File: config.mk
export PLATFORM = sky130hd
export DESIGN_NAME = sync_fifo
export DESIGN_NICKNAME = d
export VERILOG_FILES = /design/src/rtl/sync_fifo.sv
export SDC_FILE = /design/constraint.sdc
export NUM_CORES = 1
export LEC_CHECK = 0
export BUFFER_PORTS_ARGS = -buffer_cell sky130_fd_sc_hd__buf_4
export CAP_MARGIN = 20
export CORE_UTILIZATION = 45
export DETAILED_ROUTE_END_ITERATION = 6
export SLEW_MARGIN = 40
export SYNTH_ARGS = -nofsm -noshare
export SYNTH_HDL_FRONTEND = slang
export SYNTH_SLANG_ARGS = --single-unit
export TNS_END_PERCENT = 5
File: constraint.sdc
create_clock -name clk -period 14.2 [get_ports clk]
set_input_delay 2.13 -clock clk [delete_from_list [all_inputs] [get_ports clk]]
set_output_delay 2.13 -clock clk [all_outputs]
set_load 0.1 [all_outputs]
File: src/rtl/sync_fifo.sv
// rtl/sync_fifo.sv - single-clock FIFO with optional first-word-fall-through read
// Lap-bit pointers give full/empty directly; level and sticky error flags are registered.
module sync_fifo #(
    parameter int BITS  = 32,
    parameter int SIZE  = 16,
    parameter int FWFT  = 0,
    parameter int AF_TH = SIZE - 2,
    parameter int AE_TH = 1
) (
    input  logic                    clk,
    input  logic                    rst,
    input  logic                    wr_en,
    input  logic [BITS-1:0]         wr_data,
    output logic                    wr_full,
    output logic                    wr_almost_full,
    output logic                    wr_overflow,
    input  logic                    rd_en,
    output logic [BITS-1:0]         rd_data,
    output logic                    rd_valid,
    output logic                    rd_empty,
    output logic                    rd_almost_empty,
    output logic                    rd_underflow,
    output logic [$clog2(SIZE):0]   level
);

    localparam int          AW     = $clog2(SIZE);
    localparam logic [AW:0] LP_ONE = (AW+1)'(1);
    localparam logic [AW:0] LP_AF  = (AW+1)'(AF_TH);
    localparam logic [AW:0] LP_AE  = (AW+1)'(AE_TH);

    logic [BITS-1:0] r_mem [SIZE];
    logic [AW:0]     r_wptr;
    logic [AW:0]     r_rptr;
    logic [AW:0]     r_level;
    logic            r_overflow;
    logic            r_underflow;

    logic            w_full;
    logic            w_empty;
    logic            w_wr_acc;
    logic            w_rd_acc;
    logic [BITS-1:0] w_head;

    assign w_empty  = (r_wptr == r_rptr);
    assign w_full   = (r_wptr[AW-1:0] == r_rptr[AW-1:0]) && (r_wptr[AW] != r_rptr[AW]);
    assign w_wr_acc = wr_en && !w_full;
    assign w_rd_acc = rd_en && !w_empty;
    assign w_head   = r_mem[r_rptr[AW-1:0]];

    always_ff @(posedge clk) begin
        if (rst) begin
            r_wptr  <= '0;
            r_rptr  <= '0;
            r_level <= '0;
        end else begin
            if (w_wr_acc) r_wptr <= r_wptr + LP_ONE;
            if (w_rd_acc) r_rptr <= r_rptr + LP_ONE;
            case ({w_wr_acc, w_rd_acc})
                2'b10:   r_level <= r_level + LP_ONE;
                2'b01:   r_level <= r_level - LP_ONE;
                default: r_level <= r_level;
            endcase
        end
    end

    // Storage is never cleared; reset only forgets it by zeroing the pointers.
    always_ff @(posedge clk) begin
        if (!rst && w_wr_acc) r_mem[r_wptr[AW-1:0]] <= wr_data;
    end

    always_ff @(posedge clk) begin
        if (rst) begin
            r_overflow  <= 1'b0;
            r_underflow <= 1'b0;
        end else begin
            if (wr_en && w_full)  r_overflow  <= 1'b1;
            if (rd_en && w_empty) r_underflow <= 1'b1;
        end
    end

    generate
        if (FWFT != 0) begin : g_fwft
            assign rd_data  = w_head;
            assign rd_valid = !w_empty;
        end else begin : g_std
            logic [BITS-1:0] r_rd_data;
            logic            r_rd_valid;

            always_ff @(posedge clk) begin
                if (rst) begin
                    r_rd_data  <= '0;
                    r_rd_valid <= 1'b0;
                end else begin
                    r_rd_valid <= w_rd_acc;
                    if (w_rd_acc) r_rd_data <= w_head;
                end
            end

            assign rd_data  = r_rd_data;
            assign rd_valid = r_rd_valid;
        end
    endgenerate

    assign wr_full         = w_full;
    assign rd_empty        = w_empty;
    assign level           = r_level;
    assign wr_almost_full  = (r_level >= LP_AF);
    assign rd_almost_empty = (r_level <= LP_AE);
    assign wr_overflow     = r_overflow;
    assign rd_underflow    = r_underflow;

endmodule

==> flow_metrics.tcl <==
set metrics [dict create \
    yosysUniqueCellTypes 41 \
    power.internal_mw 2.85 \
    grt_max_degree 127 \
    leakagePower_nw 7.83 \
    dp_worst_setup_slack_ns 9.65 \
    fmax_ghz 0.222 \
    synthAdderAreaFrac_pct 0.573 \
    hold_class "flip-flop to flip-flop" \
    final_hold_viol_count 0 \
    worstSetupPathType "flip-flop to output pin" \
    cts-resized-gates 0 \
    die_w_um 222 \
    core_area_um2 47800 \
    required_ns 12.07 \
    rsz0062_at_grt "false" \
    sw_frac_of_total_pct 27.0 \
    cts.sinks 562 \
    cts_tree "done" \
    seqCellArea_um2 16400 \
    crit_slowest_cell "dfxtp_4" \
    synth_top_cell_area_share_pct 70.4 \
    syn_nets 1137 \
    skew_ns 0.0213 \
    worstMarginPinSlew_ns 0.891 \
    outcome "complete, no violations" \
    synthSimpleGateAreaFrac_pct 2.78 \
    power.density_nw_per_um2 156 \
    grt_pass1_vias 11000 \
    setup_tns_ns 0 \
    maxCapViolCount 0 \
    ys.warnings.count 0 \
    synth_top_area_cell "edfxtp_1" \
    path_max_fanout 39 \
    drv_slew 0 \
    antenna_found_initial 2 \
    relSlewSlack_pct 40.6 \
    synth_edf_count 512 \
    hpwl_um 24000 \
    synthFlopType "edfxtp_1" \
    numCtsBuffers 58 \
    synthMuxAreaShare_pct 15.2 \
    postCtsSetupRepairBufs 0 \
    ys_seq_area_share_pct 75.0 \
    overflow 0 \
    firstDrtPassIters 4 \
    ir_worst_vdd_mv 0.0848 \
    area_delta_synth_final_pct 14.7 \
    hold_ws_ns 0.471 \
    cts_hold_buf 0 \
    clkTransAtPathRegs_ns 0.06 \
    p_comb_share_pct 14.5 \
    power_frac_clock_pct 37.1 \
    critical_path.cell_chain "xnor2_1 > nand4_4 > nor2_1 > buf_4" \
    start_kind "flip-flop" \
    wl_per_cell_um 24.8 \
    via_count 10700 \
    io-pin-count 80 \
    place_congestion 0.717 \
    seq_power_share_pct 48.4 \
    synth_top_family_by_area "multiplexers" \
    cp.arrival_ns 2.38 \
    die_y_um 222 \
    track_usage_pct 19.1 \
    multiInputGateArea_um2 5160 \
    synth_compound_area_share_pct 3.75 \
    period_needed_ns 4.51 \
    clockRootBuffer "clkbuf_16" \
    finalWirelength_um 46200 \
    avgSynthCellArea_um2 20.0 \
    drc 0 \
    drive_above_1_share_pct 29.0 \
    initial_core_util_pct 45.6 \
    synth-async-reset-ratio_pct 0 \
    max_stage_delay_ns 0.77 \
    rows 80 \
    critPathCaptureType "output pin" \
    setup_viol 0 \
    fillers 3808 \
    cts_max_level 2 \
    ant_nets 0 \
    netlist_instances 1091 \
    finalCritPeriodShare_pct 31.8 \
    power.switching_mw 1.05 \
    setup_ws_ns 9.69 \
    die_area_um2 49400 \
    syn-cell-area_um2 21800 \
    clk-insertion-delay-late_ns 0.61 \
    portBuffers 79 \
    synth_xor_area_share_pct 0.768 \
    synth_area_leaders "edfxtp_1 70%, mux4_2 7.1%, dfxtp_1 4.6%, mux2_2 3.3%, mux4_1 3.2%" \
    layout.nets 1244 \
    grt_pass1_wl_um 69600 \
    clock_path_buffers 3 \
    viasPerCell 5.74 \
    ys_ff_latch 562 \
    first_iter_violations 786 \
]
[critical path, delay by kind of cell (launching register included)]
| family | cells | cell delay (ns) |
|---|---|---|
| AND/OR/NAND/NOR | 2 | 0.41 |
| flip-flops | 1 | 0.77 |
| XOR/XNOR | 1 | 0.25 |
| buffers and inverters | 1 | 0.32 |
[power groups by stage]
stage,clock [mW],sequential (mW),combinational (mW)
2_1_floorplan,0,2.08,0.261
3_3_place_gp,0,1.92,0.564
3_5_place_dp,0,1.92,0.568
4_1_cts,1.48,1.89,0.569
5_1_grt,1.54,1.89,0.600
6_report,1.45,1.89,0.566
[path summary, 6_finish.rpt]
kind / start / endpoint / slack, ns / cells after the start
max: r_rptr[2] / rd_empty / 9.69 / 4
min: wr_overflow / wr_overflow / 0.47 / 2
max reg2reg: r_rptr[2] / level[3] / 10.20 / 10
min reg2reg: wr_overflow / wr_overflow / 0.47 / 2
[metal layers]
layer	vias up	wire [um]	GRT usage, %
met5	-	14	0
met4	2	933	5.02
met3	66	2460	3.82
met2	272	21900	30.3
met1	5609	20900	27.0
li1	4735	-	-
[cell families after synthesis]
family / count (synthesis)
mux: 194
buf+inv: 71
xor+xnor: 17
fa+ha+maj: 10
compound gates: 115
simple gates: 122
flops: 562
[sequential cells by signal, indices dropped and copies added, names as in the netlist]
name          cells
level             5
r_mem           512
r_rptr            5
r_wptr            5
rd_data          32
rd_underflow      1
rd_valid          1
wr_overflow       1
[cell usage in the layout, fill, tap and decap left out, types with 5 or more instances in the layout]
master | Yosys | routed
a211oi_1 | 63 | 63
a21oi_1 | 8 | 8
buf_4 | 5 | 110
clkbuf_1 | 22 | 17
clkbuf_16 | 0 | 59
clkbuf_8 | 0 | 7
clkinv_1 | 0 | 6
clkinv_2 | 0 | 13
dfxtp_1 | 50 | 45
edfxtp_1 | 512 | 512
ha_1 | 10 | 10
mux2_2 | 64 | 64
mux2i_1 | 34 | 34
mux4_1 | 27 | 27
mux4_2 | 69 | 69
nand2b_1 | 6 | 5
nor2_1 | 52 | 52
nor3_1 | 40 | 32
nor3_2 | 0 | 6
o211ai_1 | 5 | 5
o22ai_1 | 32 | 32
xnor2_1 | 9 | 9
xor2_1 | 7 | 7
[cells in the mapped netlist, types with 7 or more instances]
library cell    n
xnor2_1         9
buf_6          14
mux4_2         69
dfxtp_1        50
mux2_2         64
mux2i_1        34
ha_1           10
a21oi_1         8
nor3_1         40
o22ai_1        32
xor2_1          7
a211oi_1       63
clkbuf_1       22
mux4_1         27
nor2_1         52
edfxtp_1      512
buf_2          21
[metrics by stage]
step                      std cells  utilization, %  power, mW  area (um^2)
after floorplan                1091               -       2.34        21800
after global routing           1862            52.4       4.03        25100
after detailed placement       1752            48.4       2.49        23200
after CTS                      1860            52.3       3.94        25000
after global placement         1752            48.4       2.49        23200
final                          1862            52.4       3.90        25100
[layout make-up]
type | count | share of cell area [%]
Clock buffer | 83 | 6.53
Timing Repair Buffer | 113 | 3.50
Tap cell | 615 | 3.07
Inverter | 5 | 0.0799
Antenna cell | 1 | 0.00999
Clock inverter | 25 | 0.794
Sequential cell | 562 | 65.4
Multi-Input combinational cell | 458 | 20.6
Note: power is estimated with default switching activity, not from simulation.
